$ cat config.mk
export PLATFORM = sky130hd
export DESIGN_NAME = spike_integrator
export DESIGN_NICKNAME = d
export VERILOG_FILES = /design/src/rtl/spike_integrator_pkg.sv /design/src/rtl/spike_integrator_leak_unit.sv /design/src/rtl/spike_integrator.sv
export SDC_FILE = /design/constraint.sdc
export NUM_CORES = 1
export LEC_CHECK = 0
export BUFFER_PORTS_ARGS = -buffer_cell sky130_fd_sc_hd__buf_4
export CORE_ASPECT_RATIO = 0.6
export CORE_MARGIN = 2
export CORE_UTILIZATION = 40
export DETAILED_ROUTE_END_ITERATION = 16
export MAX_ROUTING_LAYER = met4
export PLACE_DENSITY = 0.7
export SYNTH_ARGS = -nofsm -noshare
export SYNTH_HDL_FRONTEND = slang
export SYNTH_SLANG_ARGS = --single-unit
$ cat constraint.sdc
create_clock -name clk -period 2.2 [get_ports clk]
set_input_delay 0.44 -clock clk [delete_from_list [all_inputs] [get_ports clk]]
set_output_delay 0.44 -clock clk [all_outputs]
set_load 0.05 [all_outputs]
$ cat src/rtl/spike_integrator_pkg.sv
// rtl/spike_integrator_pkg.sv - shared state encoding and saturating arithmetic for the integrator
package spike_integrator_pkg;

  typedef enum logic [1:0] {IDLE, ACCUM, LEAK, EVAL} state_t;

  localparam int DEF_DATA_WIDTH = 8;
  localparam int VMEM_MAX = (2 ** (DEF_DATA_WIDTH - 1)) - 1;
  localparam int VMEM_MIN = -(2 ** (DEF_DATA_WIDTH - 1));

  // Operands arrive sign-extended to int, so the int sum carries the guard bit.
  function automatic int sat_add(input int a, input int b, input int width);
    int hi;
    int lo;
    int sum;
    hi  = (1 << (width - 1)) - 1;
    lo  = -(1 << (width - 1));
    sum = a + b;
    if (sum > hi) return hi;
    if (sum < lo) return lo;
    return sum;
  endfunction

endpackage

$ cat src/rtl/spike_integrator_leak_unit.sv
// rtl/spike_integrator_leak_unit.sv - combinational leak of a membrane potential toward zero
module leak_unit #(
  parameter int DATA_WIDTH = 8
) (
  input  logic signed [DATA_WIDTH-1:0] vmem,
  input  logic signed [DATA_WIDTH-1:0] vleak,
  output logic signed [DATA_WIDTH-1:0] vmem_leaked
);

  logic signed [DATA_WIDTH:0] mag;
  logic signed [DATA_WIDTH:0] diff;

  // A negative leak is meaningless as a magnitude and is treated as no leak.
  always_comb begin
    mag         = vleak[DATA_WIDTH-1] ? '0 : {1'b0, vleak};
    diff        = '0;
    vmem_leaked = vmem;
    if (vmem > 0) begin
      diff        = {vmem[DATA_WIDTH-1], vmem} - mag;
      vmem_leaked = diff[DATA_WIDTH] ? '0 : diff[DATA_WIDTH-1:0];
    end else if (vmem < 0) begin
      diff        = {vmem[DATA_WIDTH-1], vmem} + mag;
      vmem_leaked = (diff > 0) ? '0 : diff[DATA_WIDTH-1:0];
    end
  end

endmodule

$ cat src/rtl/spike_integrator.sv
// rtl/spike_integrator.sv - saturating membrane-potential accumulator with per-step leak and threshold handoff
module spike_integrator
  import spike_integrator_pkg::*;
#(
  parameter int INTEGER_WIDTH   = 8,
  parameter int DATA_WIDTH_FRAC = 0,
  parameter int DATA_WIDTH      = INTEGER_WIDTH + DATA_WIDTH_FRAC,
  parameter int CNT_WIDTH       = 8
) (
  input  logic                         clk,
  input  logic                         rst_n,
  input  logic                         spikeInValid,
  output logic                         spikeInReady,
  input  logic signed [DATA_WIDTH-1:0] spikeInWeight,
  input  logic                         stepEnd,
  input  logic signed [DATA_WIDTH-1:0] vleak,
  output logic signed [DATA_WIDTH-1:0] vmemToTh,
  output logic                         evalValid,
  input  logic signed [DATA_WIDTH-1:0] vmemFromTh,
  input  logic                         spikeFromTh,
  output logic                         spikeOut,
  output logic                         stepDone,
  output logic [CNT_WIDTH-1:0]         stepEventCount,
  output logic                         stepErr
);

  state_t                       state;
  logic signed [DATA_WIDTH-1:0] vmem;
  logic signed [DATA_WIDTH-1:0] vmem_leaked;
  logic [CNT_WIDTH-1:0]         event_cnt;
  logic                         accept;

  leak_unit #(.DATA_WIDTH(DATA_WIDTH)) u_leak (
    .vmem        (vmem),
    .vleak       (vleak),
    .vmem_leaked (vmem_leaked)
  );

  assign accept = spikeInValid & spikeInReady;

  always_ff @(posedge clk or negedge rst_n) begin
    if (!rst_n) begin
      state          <= IDLE;
      vmem           <= '0;
      event_cnt      <= '0;
      spikeInReady   <= 1'b0;
      evalValid      <= 1'b0;
      vmemToTh       <= '0;
      spikeOut       <= 1'b0;
      stepDone       <= 1'b0;
      stepEventCount <= '0;
      stepErr        <= 1'b0;
    end else begin
      spikeOut <= 1'b0;
      stepDone <= 1'b0;
      if (stepEnd && state != ACCUM) stepErr <= 1'b1;
      case (state)
        IDLE: begin
          state        <= ACCUM;
          spikeInReady <= 1'b1;
        end
        ACCUM: begin
          // An event in the closing cycle still belongs to the closing step.
          if (accept) begin
            vmem <= DATA_WIDTH'(sat_add(int'(vmem), int'(spikeInWeight), DATA_WIDTH));
            if (event_cnt != '1) event_cnt <= event_cnt + 1'b1;
          end
          if (stepEnd) begin
            state        <= LEAK;
            spikeInReady <= 1'b0;
          end
        end
        LEAK: begin
          vmem      <= vmem_leaked;
          vmemToTh  <= vmem_leaked;
          evalValid <= 1'b1;
          state     <= EVAL;
        end
        EVAL: begin
          vmem           <= vmemFromTh;
          spikeOut       <= spikeFromTh;
          stepDone       <= 1'b1;
          stepEventCount <= event_cnt;
          event_cnt      <= '0;
          evalValid      <= 1'b0;
          vmemToTh       <= '0;
          spikeInReady   <= 1'b1;
          state          <= ACCUM;
        end
        default: state <= IDLE;
      endcase
    end
  end

endmodule
### Yosys cells after proc, flatten, opt, wreduce, memory -nomap -nowiden

Cells that the tools add are included.
W data, S select, Z words.

| word-level totals | value |
|---|---|
| word-level logic and storage cells | 67 |
| bits in read-only memories | 0 |
| bits in latches | 0 |
| register bits after elaboration | 39 |
| bits of input ports | 29 |
| memories | 0 |
| bits in writable memories | 0 |

| operators by class | value |
|---|---|
| divide/modulo/power cells | 0 |
| equality and inequality tests | 8 |
| magnitude comparators | 5 |
| bitwise operators | 1 |
| reduce and logical (&&, ||, !) cells | 10 |
| shifts and indexed selects | 0 |
| multiply operators | 0 |
| multiplexer cells | 29 |
| add/sub/neg operators | 4 |

Operators with widths:

| kind | count |
|---|---|
| $mux W8 | 10 |
| $pmux W8 S2 | 2 |
| $pmux W8 S3 | 1 |
| $add A8 B8 Y9 | 2 |
| $mux W7 | 2 |
| $mux W1 | 10 |
| $gt A9 B1 Y1 const B | 1 |
| $gt A9 B8 Y1 const B | 1 |
| $lt A9 B8 Y1 const B | 1 |
| $sub A8 B8 Y9 | 1 |
| $add A8 B1 Y8 const B | 1 |
| $gt A8 B1 Y1 const B | 1 |
| $lt A8 B1 Y1 const B | 1 |
| $ne A8 B8 Y1 const B | 1 |
| $ne A2 B2 Y1 const B | 3 |
| $pmux W2 S3 | 1 |
| $reduce_bool A2 Y1 | 3 |
| $eq A2 B2 Y1 const B | 2 |
| $pmux W1 S2 | 2 |
| $reduce_and A2 Y1 | 2 |
| $reduce_and A3 Y1 | 1 |
| $reduce_bool A3 Y1 | 1 |
| $eq A2 B1 Y1 const B | 1 |
| $logic_not A2 Y1 | 1 |
| 5 further kinds | 5 |

### Depth between registers and ports, before layout

Gate-level depths: netlist of the first run.

| depth | value |
|---|---|
| word-level depth | 12 |
| mapped depth | 11 |
| gate-level depth less buffers | 11 |

### By module

From an unflattened synthesis of the first run, not the netlist that was laid out.

| unflattened totals | value |
|---|---|
| cell total of the unflattened synthesis | 351 |
| area total of the unflattened synthesis | 3174.3 um^2 |

Modules (own cells, without submodules):

| module | area each (um^2) | times used | cells an instance |
|---|---|---|---|
| spike_integrator | 2324.7 | 1 | 235 |
| leak_unit | 849.6 | 1 | 116 |

### Worst setup path before layout of the first run

OpenSTA, ideal clock, no wires.

| timing path | value |
|---|---|
| path type | input port to flip-flop |
| start point | input port vleak[0] |
| end point | register vmem[0] |
| library setup time | 0.145 ns |
| path buffers | 0 |
| arrival | 2.475 ns |
| required time | 2.055 ns |
| stages | 11 |
| slack | -0.420 ns |
| path through | nor2b_1 ha_1 inv_1 fa_1 o21bai_1 nor3b_2 a21o_1 mux2_4 nor4_1 o311ai_1 a32oi_1 |

| on the way | value |
|---|---|
| cells in the longest elaborated chain, start to end | 7 |

RTL lines:

| what | line | source |
|---|---|---|
| start: declaration | spike_integrator.sv:16 | `input logic signed [DATA_WIDTH-1:0] vleak,` |
| $mux W7 * | spike_integrator_leak_unit.sv:15 | `mag = vleak[DATA_WIDTH-1] ? '0 : {1'b0, vleak};` |
| $add A8 B8 Y9 | spike_integrator_leak_unit.sv:22 | `diff = {vmem[DATA_WIDTH-1], vmem} + mag;` |
| $gt A9 B1 Y1 | spike_integrator_leak_unit.sv:23 | `vmem_leaked = (diff > 0) ? '0 : diff[DATA_WIDTH-1:0];` |
| $mux W8 | spike_integrator_leak_unit.sv:23 |  |
| $mux W8 | spike_integrator_leak_unit.sv:21 | `end else if (vmem < 0) begin` |
| $mux W8 * | spike_integrator_leak_unit.sv:18 | `if (vmem > 0) begin` |
| $pmux W8 S3 * | spike_integrator.sv:57 | `case (state)` |
| end signal: assignment | spike_integrator.sv:65 | `vmem <= DATA_WIDTH'(sat_add(int'(vmem), int'(spikeInWeight), DATA_WIDTH));` |
| end signal: assignment | spike_integrator.sv:74 | `vmem <= vmem_leaked;` |
| end signal: assignment | spike_integrator.sv:80 | `vmem <= vmemFromTh;` |
| end: declaration | spike_integrator.sv:28 | `logic signed [DATA_WIDTH-1:0] vmem;` |

Mark *: on every way between the ends. The rest lies on a longest branch, timed or not.
A chain may end at the register's enable or synchronous reset.

### Worst setup path in the final report of the first run

| timing path | value |
|---|---|
| start point | register vmem[0] |
| end point | register vmem[0] |

| on the way | value |
|---|---|
| cells in the longest elaborated chain, start to end | 10 |

RTL lines:

| what | line | source |
|---|---|---|
| $add A8 B8 Y9 | spike_integrator_pkg.sv:17 | `sum = a + b;` |
| $lt A9 B8 Y1 | spike_integrator_pkg.sv:19 | `if (sum < lo) return lo;` |
| $mux W1 (2 in series) | spike_integrator_pkg.sv:19 |  |
| $mux W1 | spike_integrator.sv:64 | `if (accept) begin` |
| $mux W1 | spike_integrator.sv:57 |  |
| $mux W8 | spike_integrator_pkg.sv:20 | `return sum;` |
| $mux W8 | spike_integrator_pkg.sv:19 |  |
| $mux W8 | spike_integrator.sv:64 |  |
| $pmux W8 S3 * | spike_integrator.sv:57 |  |

Mark *: on every way between the ends. The rest lies on a longest branch, timed or not. The select of a mux whose other input is x is not followed.

==> results of run 1 <==
[power by group]
| part | total [W] | internal [W] | switching [W] |
|---|---|---|---|
| sequential | 0.00133 | 0.00103 | 0.000308 |
| clock | 0.000924 | 0.000650 | 0.000274 |
| combinational | 0.00560 | 0.00252 | 0.00308 |
[cells in the final DEF, fill, tap and decap left out, types with 8 or more instances in the layout]
master	n
buf_4	123
dfrtp_1	38
nand2_1	33
a21oi_1	31
ha_1	23
nor2_1	21
inv_1	20
nand2b_1	13
o21ai_0	13
nor3_1	10
a21o_1	9
mux2_2	8
[logic make-up (layout without fill, tap and decap cells)]
| group | Yosys count | in the layout |
|---|---|---|
| xor gates and xnor gates | 7 | 7 |
| DFF | 39 | 39 |
| and+or+nand+nor | 114 | 114 |
| buffers and inverters | 36 | 157 |
| AOI/OAI and AO/OA | 109 | 109 |
| adders and majority gates | 31 | 31 |
| muxes | 10 | 10 |
[worst paths after layout]
kind	endpoint	cells past startpoint	slack [ns]	startpoint
min reg2reg	stepErr$_DFFE_PN0P_	1	0.49	stepErr$_DFFE_PN0P_
max reg2reg	vmem[0]$_DFFE_PN0P_	12	-0.42	vmem[0]$_DFFE_PN0P_
max	vmem[0]$_DFFE_PN0P_	12	-0.42	vmem[0]$_DFFE_PN0P_
min	spikeInReady$_DFFE_PN0P_	1	0.12	rst_n
max in group asynchronous	vmem[2]$_DFFE_PN0P_	1	1.72	rst_n
min in group clk	spikeOut$_DFF_PN0_	2	0.39	spikeFromTh
[routing by layer]
layer | GRT usage [%] | up-vias
met5 | - | -
met3 | 4.738 | 12
met2 | 33.40 | 128
li1 | - | 1487
met1 | 35.60 | 1457
met4 | 4.314 | 0
[flip-flops by register name, summed over array words and instances, names as in the netlist]
register	flops
event_cnt	8
stepEventCount	8
vmemToTh	8
vmem	8
state	2
evalValid	1
spikeInReady	1
spikeOut	1
stepDone	1
stepErr	1
[timing repair]
| action | CTS | global route |
|---|---|---|
| endpoints found under the setup margin | 16 | 21 |
| hold endpoints to repair | 0 | 0 |
| buffers inserted | 7 | 1 |
| resized for setup | 43 | 2 |
| pin swaps | 31 | 1 |
[per-stage QoR]
step	setup WS [ns]	hold WS [ns]
2_1_floorplan	-0.2800	0.1444
3_3_place_gp	-0.7310	0.4339
3_5_place_dp	-0.7968	0.4347
4_1_cts	-0.3478	0.1433
5_1_grt	-0.4762	0.1704
6_report	-0.4225	0.1218
[final cells by class]
| cell class | instances | area, um2 | share of cell area (%) |
|---|---|---|---|
| multi-input combinational | 271 | 2238 | 48.95 |
| clock inverter | 2 | 60.06 | 1.313 |
| inverter | 24 | 92.59 | 2.025 |
| timing repair buffer | 125 | 945.9 | 20.68 |
| clock buffer | 6 | 128.9 | 2.818 |
| tap | 104 | 130.1 | 2.845 |
| sequential | 39 | 977.2 | 21.37 |
==> impl_summary.log, run 1 <==
INFO  metric status = finished with violations
INFO  metric failing_checks = negative setup slack
INFO  metric dr.first_iter.drc_count = 264
INFO  metric drc = 0
INFO  metric mappedNetlistNets = 406
INFO  metric required_time_of_the_critical_path = 2.40 ns
INFO  metric die_x = 116.9 um
INFO  metric stdcell_count = between 500 and 600
INFO  metric ys_warn_count = 0
INFO  metric h_tree_level_count = 2
INFO  metric place.detailed.instances = about 560
INFO  metric worstMarginPinSlew = just over 0.5 ns
INFO  metric synth-adder-area-share = between 10% and 20%
INFO  metric cts_hold_buffers = 0
INFO  metric synth_most_common_cell = dfrtp_1
INFO  metric cell_area_after_synthesis = 0.003062 mm2
INFO  metric worst_path_dominant_cell_family = compound AO/OA/AOI/OAI gates
INFO  metric yosys.cell_types.count = 62
INFO  metric synth-main-ff-cell = dfrtp_1
INFO  metric skew = 0.003955 ns
INFO  metric core = between 0.007 and 0.008 mm2
INFO  metric rsz0062_at_grt = yes
INFO  metric critical_path.startpoint_type = register
INFO  metric vias = 3084
INFO  metric leakage = between 2 and 2.5 nW
INFO  metric synth-edff-count = 0
INFO  metric cap_viol_max_count = 0
INFO  metric cp.arrival = 2.82 ns
INFO  metric sinks_on_clock_net = 39
INFO  metric antennaDiodeCount = 0
INFO  metric finalCritPeriodShare = 119.2%
INFO  metric class_of_the_tightest_hold_or_removal_check = in2async
INFO  metric cts_tree = done
INFO  metric grt_start_max_net_pins = 40
INFO  metric start_util = 41.79%
INFO  metric slew_viol_final = 0
INFO  metric worst_slack = -0.4225 ns
INFO  metric syn_inst = 346
INFO  metric drt_pre_antenna_iters = 5
INFO  metric setup_viol_count_final = 16
INFO  metric power.density_cell_area = around 1700 mW/mm2
INFO  metric area_share_of_and_or_nand_nor_cells_after_synthesis = 19.08%
INFO  metric synth_top_family_by_area = compound AO/OA/AOI/OAI gates
INFO  metric post-dp-hpwl = 7.030 mm
INFO  metric die_y = about 70 um
INFO  metric cp-end-kind = register
INFO  metric place_congestion = roughly 1.0
INFO  metric proportion_of_netlist_area_held_by_the_largest_area_contributor = 31.88%
INFO  metric worst_setup_hold_path_clk_slew = 0.06 ns
INFO  metric fmax = 0.3813 GHz
INFO  metric critPathMaxStageDelay = 0.38 ns
INFO  metric met2_length = 4.001 mm
INFO  metric row_count = 24
INFO  metric ctsRootBufferMaster = clkbuf_16
INFO  metric worst_slew_margin_rel = between 60 and 70%
INFO  metric grt_first_pass_wirelength = roughly 15 mm
INFO  metric cts_made_buffers = 5
INFO  metric wirelength = 9.326 mm
INFO  metric timing.final.crit_period = 2.622 ns
INFO  metric area_growth = 49.37%
INFO  metric globalRouteTotalUtil = 23.77%
INFO  metric syn_area_per_cell = a little under 9 um2
INFO  metric vdd_ir_max = 0.6613 mV
INFO  metric first_global_vias = ~3.0k
INFO  metric critPathBufInv = 3
INFO  metric report.power.total = 0.007859 W
INFO  metric synth-compound-area-share = 24.89%
INFO  metric netlist.top_cell.by_area = dfrtp_1
INFO  metric final_layout_size_suffix_gt1_share = 41.54%
INFO  metric register_area_share_after_synthesis = 31.88%
INFO  metric final_antenna_net_count = 0
INFO  metric antenna_found_initial = 0
INFO  metric number_of_filler_cells_placed_in_the_layout = ~620
INFO  metric fin_setup_tns = -4.470 ns
INFO  metric muxShareOfSynthArea = 3.760%
INFO  metric synth_xor_xnor_area_share = 2.002%
INFO  metric synth.ff_latch_count = 39
INFO  metric gr-total-overflow = 0
INFO  metric ys_top_cells_by_count = 39 x dfrtp_1, 34 x a21oi_1, 33 x nand2_1
INFO  metric crit_path_top_delay_cell = dfrtp_1
INFO  metric routed_wire_length_per_instance = 16.33 um
INFO  metric synth.top_cells.by_area = dfrtp_1 32%, ha_1 11%, a21oi_1 5.6%, nand2_1 4.0%, o21ai_0 3.1%
INFO  metric total_number_of_nets_in_the_final_design = approximately 530
INFO  metric setup.worst_path.class = reg2reg
INFO  metric cts.path.max_buffers = 2
INFO  metric worstPathCellList = buf_6 -> ha_4 -> inv_2 -> fa_2 -> buf_6 -> xnor2_2 -> nand4_1 -> a311oi_1 -> nand2_1 -> o311ai_4 -> o311ai_4 -> a32oi_1
INFO  metric design.portCount = 50
INFO  metric m1WireLength = 4.518 mm
INFO  metric floorplan.die_area = 0.008393 mm2
INFO  metric timing.critical_path.fanout_max = 2
INFO  metric viasPerCell = 5.401
INFO  metric utilization = 62.41%
INFO  metric timing_hold_violations_final = 0
INFO  metric clock_insertion_delay_worst_skew = 0.28 ns
INFO  metric dpl_cell_area = ~0.0041 mm2
INFO  metric stdcell_area = about 0.0046 mm2
INFO  metric met3_wire_length = 702 um
INFO  metric top_layer_used = met4
INFO  metric async_s_r_ff_share_synth = 100.0%
INFO  metric placement.io_buffers = 49
Note: power is estimated with default switching activity, not from simulation.
==> inputs of run 2 (changes only) <==
--- a/config.mk
+++ b/config.mk
@@ -6,7 +6,7 @@
 export NUM_CORES = 1
 export LEC_CHECK = 0
 export BUFFER_PORTS_ARGS = -buffer_cell sky130_fd_sc_hd__buf_4
-export CORE_ASPECT_RATIO = 0.6
+export CORE_ASPECT_RATIO = 0.7
 export CORE_MARGIN = 2
 export CORE_UTILIZATION = 40
 export DETAILED_ROUTE_END_ITERATION = 16
==> run 2 against run 1 <==
The run still ends with negative setup slack left. Final area is 1.9% lower. Via count grew 0.97%. Clock skew increased by 0.0043 ns. Global-route usage rose by 0.46 points. Combinational power grew 0.7%. Sequential power hardly changed. Power shrank 5.3%. First-iteration DRC count fell by 19%. Die area decreased by 0.14%.
==> impl_summary.log, run 2 (synthesis gave the netlist of run 1 again) <==
INFO  metric timing.rr.start = vmem[0]$_DFFE_PN0P_
INFO  metric final_layout_size_suffix_gt1_share = 41.70% (+0.16 points)
INFO  metric swShare = 48.47% (+1.9 points)
INFO  metric pwr-share-clk = 6.5% (-5.3 points)
INFO  metric reg2reg_slack = -0.49 ns (-0.07 ns)
INFO  metric slew_viol_final = 0 (unchanged)
INFO  metric met2_length = 4.181 mm (+4.5%)
INFO  metric status = finished with violations
INFO  metric cp_num_cells = 11 (-1)
INFO  metric globalRouteTotalUtil = 24.23% (+0.46 points)
INFO  metric ctsRootBufferMaster = clkbuf_8
INFO  metric worst_slack = -0.4885 ns (-0.06604 ns)
INFO  metric final_antenna_net_count = 0 (unchanged)
INFO  metric drt_pre_antenna_iters = 4 (-1)
INFO  metric cap_viol_max_count = 0 (unchanged)
INFO  metric placement.io_buffers = 49 (unchanged)
INFO  metric cp-end-kind = register
INFO  metric area_growth = 46.47%
INFO  metric total_number_of_nets_in_the_final_design = 529 (+0.57%)
INFO  metric critical_path.startpoint_type = register
INFO  metric final_cell_mix = 120 x buf_4, 38 x dfrtp_1, 33 x nand2_1
INFO  metric wirelength = 9.628 mm (+3.2%)
INFO  metric gr-total-overflow = 0 (unchanged)
INFO  metric row_count = 26 (+8.3%)
INFO  metric number_of_filler_cells_placed_in_the_layout = 640 (+3.4%)
INFO  metric worstPathCellList = ha_4 -> inv_2 -> fa_2 -> buf_6 -> xnor2_2 -> nand4_1 -> a311oi_1 -> nand2_1 -> o311ai_2 -> o311ai_2 -> a32oi_1
INFO  metric comb_power_share = 75.8% (+4.5 points)
INFO  metric critPathMaxStageDelay = 0.45 ns (+0.07 ns)
INFO  metric layout.cells.most_common = buf_4
INFO  metric utilization = 60.99% (-1.4 points)
INFO  metric worstMarginPinSlew = 0.4904 ns (-0.02604 ns)
INFO  metric worst_path_dominant_cell_family = compound AO/OA/AOI/OAI gates
INFO  metric grt_first_pass_wirelength = 15.45 mm (+2.1%)
INFO  metric cts_made_buffers = 5 (unchanged)
INFO  metric final.hold.worst_slack = 0.1119 ns (-0.009931 ns)
INFO  metric dr.first_iter.drc_count = 215 (-19%)
INFO  metric timing_hold_violations_final = 0 (unchanged)
INFO  metric antenna_found_initial = 0 (unchanged)
INFO  metric clock_insertion_delay_worst_skew = 0.30 ns (+0.02 ns)
INFO  metric antennaDiodeCount = 0 (unchanged)
INFO  metric cts.path.max_buffers = 2 (unchanged)
INFO  metric intPower = 0.003836 W (-8.7%)
INFO  metric die_y = 77.20 um (+7.6%)
INFO  metric routed_wire_length_per_instance = 16.95 um (+3.8%)
INFO  metric skew = 0.008261 ns (+0.004306 ns)
INFO  metric viasPerCell = 5.482 (+1.5%)
INFO  metric required_time_of_the_critical_path = 2.41 ns (about the same)
INFO  metric core = 0.007352 mm2 (+0.34%)
INFO  metric class_of_the_tightest_hold_or_removal_check = in2async
INFO  metric floorplan.die_area = 0.008382 mm2 (-0.14%)
INFO  metric critPathBufInv = 2 (-1)
INFO  metric leakage = 2.055 nW (-1.7%)
INFO  metric vias = 3114 (+0.97%)
INFO  metric rsz0062_at_grt = yes
INFO  metric dpl_cell_area = 0.004113 mm2 (+0.43%)
INFO  metric vdd_ir_max = 0.8807 mV (+33%)
INFO  metric drc = 0 (unchanged)
INFO  metric fmax = 0.3720 GHz (-2.5%)
INFO  metric power.density_cell_area = 1660 mW/mm2 (-3.4%)
INFO  metric crit_path_top_delay_cell = dfrtp_2
INFO  metric timing.final.crit_period = 2.689 ns (+0.06604 ns)
INFO  metric critical_register_to_register_path_endpoint = vmem[0]$_DFFE_PN0P_
INFO  metric seq_power_share = 17.7% (+0.7 points)
INFO  metric grt_start_max_net_pins = 40 (unchanged)
INFO  metric design.portCount = 50 (unchanged)
INFO  metric failing_checks = negative setup slack
INFO  metric finalCritPeriodShare = 122.2% (+3.0 points)
INFO  metric switchingPower = 0.003608 W (-1.4%)
INFO  metric ff2ff_path_depth = 11 (-1)
INFO  metric setup.worst_path.class = reg2reg
INFO  metric start_util = 41.64% (-0.14 points)
INFO  metric critPathMostFrequentCell = o311ai_2
INFO  metric met3_wire_length = 753 um (+7.3%)
INFO  metric h_tree_level_count = 2 (unchanged)
INFO  metric post-dp-hpwl = 7.200 mm (+2.4%)
INFO  metric worst_setup_hold_path_clk_slew = 0.08 ns (+0.02 ns)
INFO  metric cp.arrival = 2.90 ns (+0.08 ns)
INFO  metric sinks_on_clock_net = 39 (unchanged)
INFO  metric timing.critical_path.fanout_max = 4 (+2)
INFO  metric place_congestion = 0.9401 (-7.4%)
INFO  metric worst_slew_margin_rel = 66.96% (+1.5 points)
INFO  metric first_global_vias = 3030 (+1.2%)
INFO  metric die_x = 108.6 um (-7.2%)
INFO  metric setup_viol_count_final = 16 (unchanged)
INFO  metric cts_tree = done
INFO  metric stdcell_area = 0.004484 mm2 (-1.9%)
INFO  metric top_layer_used = met4
INFO  metric m1WireLength = 4.605 mm (+1.9%)
run 2: cell count changes in the layout (fill, tap and decap cells not counted), moves of 2 or more:
cell	change
a21oi_2	+2
buf_12	+3
buf_4	-3
buf_6	+3
bufinv_16	-2
clkbuf_16	-5
clkbuf_8	+5
o21ai_0	+2
o21ai_1	-3
run 2: per-layer routing:
metal,up-vias,GRT usage (%)
met1,1495,37.18
met5,-,-
li1,1492,-
met4,0,5.256
met3,7,4.082
met2,120,32.94
run 2: area by class of cell:
cell class              instances  area, um2  area share (%)
repair buffers                128       1017           22.68
clock inverters                 1      5.005          0.1116
clock buffers                   7      76.32           1.702
multi-input cells             271       2196           48.97
well taps                      98      122.6           2.734
inverters                      24      90.09           2.009
flip-flops and latches         39      977.2           21.79
run 2: power groups by stage:
stage | registers, W | logic (W) | clock network (W)
finish | 0.00132 | 0.00564 | 0.000480
global route | 0.00137 | 0.00608 | 0.000523
CTS | 0.00131 | 0.00527 | 0.000491
detailed placement | 0.00131 | 0.00499 | 0
global placement | 0.00130 | 0.00489 | 0
floorplan | 0.00175 | 0.00262 | 0
run 2: worst max-delay path by stage:
stage | startpoint | end | slack, ns
after floorplan | vleak[7] | vmem[0]$_DFFE_PN0P_ | -0.28
after global placement | vleak[7] | vmem[5]$_DFFE_PN0P_ | -0.85
after detailed placement | vleak[7] | vmem[5]$_DFFE_PN0P_ | -0.94
after CTS | vmem[0]$_DFFE_PN0P_ | vmem[5]$_DFFE_PN0P_ | -0.30
after global routing | vmem[0]$_DFFE_PN0P_ | vmem[0]$_DFFE_PN0P_ | -0.64
final | vmem[0]$_DFFE_PN0P_ | vmem[0]$_DFFE_PN0P_ | -0.49
run 2: stage by stage:
stage / power (W) / setup slack (ns) / cells / TNS (ns)
final: 0.007444 / -0.4885 / 568 / -5.036
after global routing: 0.007968 / -0.6445 / 568 / -7.200
after CTS: 0.007066 / -0.2999 / 565 / -3.992
after detailed placement: 0.006300 / -0.9427 / 549 / -10.91
after global placement: 0.006194 / -0.8451 / 549 / -9.573
after floorplan: 0.004367 / -0.2800 / 346 / -2.332
run 2: timing repair:
| action | CTS | global route |
|---|---|---|
| gates resized for setup | 24 | 17 |
| setup buffers | 9 | 3 |
| endpoints found under the setup margin | 16 | 21 |
| hold buffers | 0 | 0 |
| pin swaps | 30 | 24 |
